$ cat src/rtl/apb_v3_pkg.sv
// Shared APB v3 definitions: FSM state encoding and transfer direction,
// common to the requester and completer sides.
package apb_v3_pkg;

   localparam int unsigned WAIT_CNT_W = 8;

   typedef enum logic [1:0] {
      IDLE   = 2'd0,
      SETUP  = 2'd1,
      ACCESS = 2'd2
   } apb_state_e;

   localparam logic WRITE = 1'b1;
   localparam logic READ  = 1'b0;

endpackage

$ cat src/rtl/apb_v3_master.sv
// APB v3 requester: turns one local command into one SETUP/ACCESS transfer
// and reports completion, slave error or wait-state timeout on rsp_*.
module apb_v3_master
   import apb_v3_pkg::*;
#(
   parameter int unsigned ADDR_BUS_WIDTH = 32,
   parameter int unsigned DATA_BUS_WIDTH = 32,
   parameter int unsigned TIMEOUT_CYC    = 16
) (
   input  logic                      PCLK,
   input  logic                      PRESET,
   input  logic                      cmd_valid,
   output logic                      cmd_ready,
   input  logic                      cmd_write,
   input  logic [ADDR_BUS_WIDTH-1:0] cmd_addr,
   input  logic [DATA_BUS_WIDTH-1:0] cmd_wdata,
   output logic                      rsp_valid,
   output logic [DATA_BUS_WIDTH-1:0] rsp_rdata,
   output logic                      rsp_err,
   output logic                      rsp_timeout,
   output logic                      PSEL,
   output logic                      PENABLE,
   output logic                      PWRITE,
   output logic [ADDR_BUS_WIDTH-1:0] PADDR,
   output logic [DATA_BUS_WIDTH-1:0] PWDATA,
   input  logic [DATA_BUS_WIDTH-1:0] PRDATA,
   input  logic                      PREADY,
   input  logic                      PSLVERR
);

   localparam logic [WAIT_CNT_W-1:0] TIMEOUT_LIM = WAIT_CNT_W'(TIMEOUT_CYC);

   apb_state_e                r_state, w_state;
   logic [WAIT_CNT_W-1:0]     r_cnt, w_cnt, w_cnt_inc;
   logic                      r_psel, w_psel;
   logic                      r_penable, w_penable;
   logic                      r_pwrite, w_pwrite;
   logic [ADDR_BUS_WIDTH-1:0] r_paddr, w_paddr;
   logic [DATA_BUS_WIDTH-1:0] r_pwdata, w_pwdata;
   logic                      r_rsp_valid, w_rsp_valid;
   logic                      r_rsp_err, w_rsp_err;
   logic                      r_rsp_timeout, w_rsp_timeout;
   logic [DATA_BUS_WIDTH-1:0] r_rsp_rdata, w_rsp_rdata;
   logic                      w_cmd_ready;

   // The response cycle is held off from accepting, giving a 4-cycle minimum period.
   assign w_cmd_ready = (r_state == IDLE) && !r_rsp_valid && !PRESET;
   assign w_cnt_inc   = r_cnt + WAIT_CNT_W'(1);

   always_comb begin
      w_state       = r_state;
      w_cnt         = r_cnt;
      w_psel        = 1'b0;
      w_penable     = 1'b0;
      w_pwrite      = r_pwrite;
      w_paddr       = r_paddr;
      w_pwdata      = r_pwdata;
      w_rsp_valid   = 1'b0;
      w_rsp_err     = 1'b0;
      w_rsp_timeout = 1'b0;
      w_rsp_rdata   = r_rsp_rdata;
      case (r_state)
         IDLE: begin
            if (cmd_valid && w_cmd_ready) begin
               w_state  = SETUP;
               w_psel   = 1'b1;
               w_pwrite = cmd_write ? WRITE : READ;
               w_paddr  = cmd_addr;
               w_pwdata = cmd_wdata;
               w_cnt    = '0;
            end
         end
         SETUP: begin
            w_state   = ACCESS;
            w_psel    = 1'b1;
            w_penable = 1'b1;
         end
         ACCESS: begin
            w_psel    = 1'b1;
            w_penable = 1'b1;
            // PREADY wins over a timeout landing in the same cycle.
            if (PREADY) begin
               w_state     = IDLE;
               w_psel      = 1'b0;
               w_penable   = 1'b0;
               w_rsp_valid = 1'b1;
               w_rsp_err   = PSLVERR;
               if (r_pwrite == READ) begin
                  w_rsp_rdata = PRDATA;
               end
            end else begin
               w_cnt = w_cnt_inc;
               if (w_cnt_inc == TIMEOUT_LIM) begin
                  w_state       = IDLE;
                  w_psel        = 1'b0;
                  w_penable     = 1'b0;
                  w_rsp_valid   = 1'b1;
                  w_rsp_err     = 1'b1;
                  w_rsp_timeout = 1'b1;
               end
            end
         end
         default: w_state = IDLE;
      endcase
   end

   always_ff @(posedge PCLK or posedge PRESET) begin
      if (PRESET) begin
         r_state       <= IDLE;
         r_cnt         <= '0;
         r_psel        <= 1'b0;
         r_penable     <= 1'b0;
         r_pwrite      <= 1'b0;
         r_paddr       <= '0;
         r_pwdata      <= '0;
         r_rsp_valid   <= 1'b0;
         r_rsp_err     <= 1'b0;
         r_rsp_timeout <= 1'b0;
         r_rsp_rdata   <= '0;
      end else begin
         r_state       <= w_state;
         r_cnt         <= w_cnt;
         r_psel        <= w_psel;
         r_penable     <= w_penable;
         r_pwrite      <= w_pwrite;
         r_paddr       <= w_paddr;
         r_pwdata      <= w_pwdata;
         r_rsp_valid   <= w_rsp_valid;
         r_rsp_err     <= w_rsp_err;
         r_rsp_timeout <= w_rsp_timeout;
         r_rsp_rdata   <= w_rsp_rdata;
      end
   end

   assign cmd_ready   = w_cmd_ready;
   assign PSEL        = r_psel;
   assign PENABLE     = r_penable;
   assign PWRITE      = r_pwrite;
   assign PADDR       = r_paddr;
   assign PWDATA      = r_pwdata;
   assign rsp_valid   = r_rsp_valid;
   assign rsp_err     = r_rsp_err;
   assign rsp_timeout = r_rsp_timeout;
   assign rsp_rdata   = r_rsp_rdata;

endmodule

$ cat config.mk
export PLATFORM = sky130hd
export DESIGN_NAME = apb_v3_master
export DESIGN_NICKNAME = d
export VERILOG_FILES = /design/src/rtl/apb_v3_pkg.sv /design/src/rtl/apb_v3_master.sv
export SDC_FILE = /design/constraint.sdc
export NUM_CORES = 1
export LEC_CHECK = 0
export CORE_MARGIN = 4
export CORE_UTILIZATION = 31
export CTS_CLUSTER_SIZE = 28
export DETAILED_ROUTE_END_ITERATION = 10
export MAX_ROUTING_LAYER = met4
export PLACE_DENSITY = 0.65
export SYNTH_ARGS = -nofsm -noshare
export SYNTH_HDL_FRONTEND = slang
export SYNTH_SLANG_ARGS = --single-unit
$ cat constraint.sdc
create_clock -name PCLK -period 3.39 [get_ports PCLK]
set_input_delay 0.339 -clock PCLK [delete_from_list [all_inputs] [get_ports PCLK]]
set_output_delay 0.339 -clock PCLK [all_outputs]
set_load 0.02 [all_outputs]
==> results.md <==
* Hold Violations, Final at 0
* Achievable frequency at 0.4044 GHz
* Tmin final at 2.473 ns
* Placer Congestion at 0.7826
* Post-route setup slack at 0.9174 ns
* DRC viols at 0
* DRT Wirelength at 11.17 mm
* Port buffer count at 204
* Total GRT Usage at 0.1388
* YS warnings at 0
* Post-DP HPWL at roughly 8.5 mm
* RSZ-0062 raised after global routing: no
* Max Slew Vio Count at 0
* Critical Path RT at 3.05 ns
* Nets at between 600 and 700
* Post-synthesis cell count at ~300
* Die height at about 130 um
* Final period utilization at 0.7294
* Die Area at 16450 sq um
* Setup bufs post-CTS at 0
* Routed len/inst at 16.12 um
* CTS Sinks at around 110
* Row cnt at 43
* Setup TNS at 0 ns
* Max Cap Viol at 0
* Largest net degree at the start of global routing at 70
* P per Cell Area at 922.4 nW/um^2
* Antenna cells at 0
* VDD IR-drop max at approximately 410 uV
* Setup violators final at 0
* Fillers at 1220
* Hold_ws at 0.4901 ns
* Yosys top cell by area: dfrtp_1
* Place WS at between 1 and 1.5 ns
* First-pass GRT wire length at around 17 mm
* FF/Latch Area at 2803 sq um
* Most frequent cells in the layout: 204 x clkdlybuf4s50_1, 112 x dfrtp_1, 96 x mux2_2
* CTS buffer count at 9
* Most common cell after layout, fill and taps aside: clkdlybuf4s50_1
* Core box area at around 14000 sq um
* Share of the synthesized area in the top cell type at 0.6252
* Antenna violations before repair at 0
* Syn Nets at 410
* Clock latency on the worst-skew pair at 0.35 ns
* CTS clk-pin slew, worst paths at 0.07 ns
* DR vias at 3204
* Leak Pwr at 0.002894 uW
* Largest cells by area after synthesis: dfrtp_1 63%, mux2_2 24%, ha_1 2.0%
* Data arrival, critical path at 2.13 ns
* Vias in the first global route at 3421
* Hold buffers post-CTS at 0
* I/O pin count at approximately 200
* Vias per Instance at 4.623
* Count of state elements after synthesis at about 110
* Starting Density at 0.3193
* Sequential cell area fraction in the yosys report at 0.6252
* Chip width at 128.3 um
* Slew @ Worst Pin at 0.8475 ns
* Final global-route overflow total at 0
* Mean post-synth cell area at 14.89 sq um
* Post-CTS Resized at 0
* Root buf cell: clkbuf_16
* CP Launch Type: register
* Layout Cells excl Fill at between 600 and 700
* Clock Path Buffers at 2
* Post-layout util at 0.4986
* HP Class: register to register
* Final Skew at a little over 0.009 ns
* CP Max Fanout at 7
* Slew HR at 0.4350
* Cell Area, Synth at 4483 sq um
* Area occupied by multi-input gates at 1589 sq um
* DR pass1 iterations at 6
* CTS tree: done
* Worst setup EP type: output pin
* H-tree depth at 3
* Library cells used by synthesis at 35
* Area delta synth->final at 56.18%
* Share of layout cells above drive strength 1 at 0.2320
* Initial drt markers at 132
* Antenna-violating nets left at 0
* Dpl cells at 678
* Critical path type: register to output pin
* Status: complete, no violations
==> synthesized netlist by cell type <==
| cell type | instances |
|---|---|
| o21a_1 | 3 |
| inv_1 | 4 |
| mux2_1 | 1 |
| xnor2_1 | 1 |
| o21ai_0 | 9 |
| o31ai_1 | 2 |
| nand2_1 | 17 |
| xor2_1 | 2 |
| and4b_1 | 1 |
| and2_1 | 4 |
| clkbuf_1 | 1 |
| buf_6 | 1 |
| buf_2 | 6 |
| nand3_1 | 3 |
| mux2_2 | 96 |
| o211ai_1 | 4 |
| nor3_1 | 2 |
| nor2_1 | 4 |
| and2b_1 | 1 |
| o31a_1 | 1 |
| nor3b_2 | 1 |
| nand4_1 | 1 |
| a211o_1 | 1 |
| or4_1 | 1 |
| and3_2 | 1 |
| a221oi_1 | 1 |
| a31oi_1 | 1 |
| dfrtp_1 | 112 |
| buf_8 | 1 |
| buf_4 | 3 |
| or3b_4 | 1 |
| a21oi_1 | 3 |
| nand2b_1 | 2 |
| ha_1 | 7 |
| nor2b_1 | 2 |
==> critical path, stage by stage (launching register included) <==
cell	delay (ns)
dfrtp_1	0.43
inv_1	0.14
ha_1	0.29
nand2_1	0.15
nor2_1	0.13
clkdlybuf4s50_1	0.64
==> layout make-up <==
| type | count | area share |
|---|---|---|
| inverter | 4 | 0.002680 |
| clock inverter | 5 | 0.008220 |
| multi-input combinational | 173 | 0.2269 |
| tap | 180 | 0.03217 |
| clock buffer | 10 | 0.03270 |
| timing repair buffer | 209 | 0.2970 |
| sequential | 112 | 0.4003 |
==> power by group <==
group | total (uW) | switching, uW | internal, uW
combinational | 3140 | 1450 | 1690
sequential | 2290 | 329 | 1960
clock | 1030 | 462 | 571
total | 6460 | 2240 | 4220
==> state kept, by name, indices dropped and copies added, names as in the netlist <==
| register | count |
|---|---|
| PADDR | 32 |
| PENABLE | 1 |
| PSEL | 1 |
| PWDATA | 32 |
| PWRITE | 1 |
| r_cnt | 8 |
| r_state | 2 |
| rsp_err | 1 |
| rsp_rdata | 32 |
| rsp_timeout | 1 |
| rsp_valid | 1 |
==> kinds of logic (layout without fill, tap and decap cells) <==
group	count (synthesis)	after routing	synth area share
AO/OA/AOI/OAI	25	25	0.03572
XOR/XNOR	3	3	0.005862
adder cells (fa/ha/maj)	7	7	0.01954
buffers and inverters	16	228	0.02177
flip-flops	112	112	0.6252
multiplexers	97	97	0.2437
AND/OR/NAND/NOR	41	41	0.04828
==> path summary, 6_finish.rpt <==
check	from	end	slack (ns)	cells after the start
setup / recovery	r_state[1]	cmd_ready	0.92	5
hold / removal	rsp_rdata[1]	rsp_rdata[1]	0.49	1
setup reg to reg	r_state[1]	PWDATA[27]	1.10	6
hold reg to reg	rsp_rdata[1]	rsp_rdata[1]	0.49	1
max in group asynchronous	PRESET	PADDR[16]	1.59	4
min in group asynchronous	PRESET	rsp_valid	0.70	3
==> metal layers <==
layer / up-vias / GRT usage / wire length, um
li1: 1481 / - / -
met4: 0 / 0.04806 / 225
met1: 1571 / 0.1534 / 4347
met2: 131 / 0.2329 / 5644
met5: - / - / 0
met3: 21 / 0.04833 / 952
==> per-stage QoR <==
stage | instance area [sq um] | total power (uW)
2_1_floorplan | 4487 | 3901
3_3_place_gp | 6715 | 5435
3_5_place_dp | 6715 | 5502
4_1_cts | 7002 | 6572
5_1_grt | 7002 | 6833
6_report | 7002 | 6458
(Power assumes the default switching activity.)
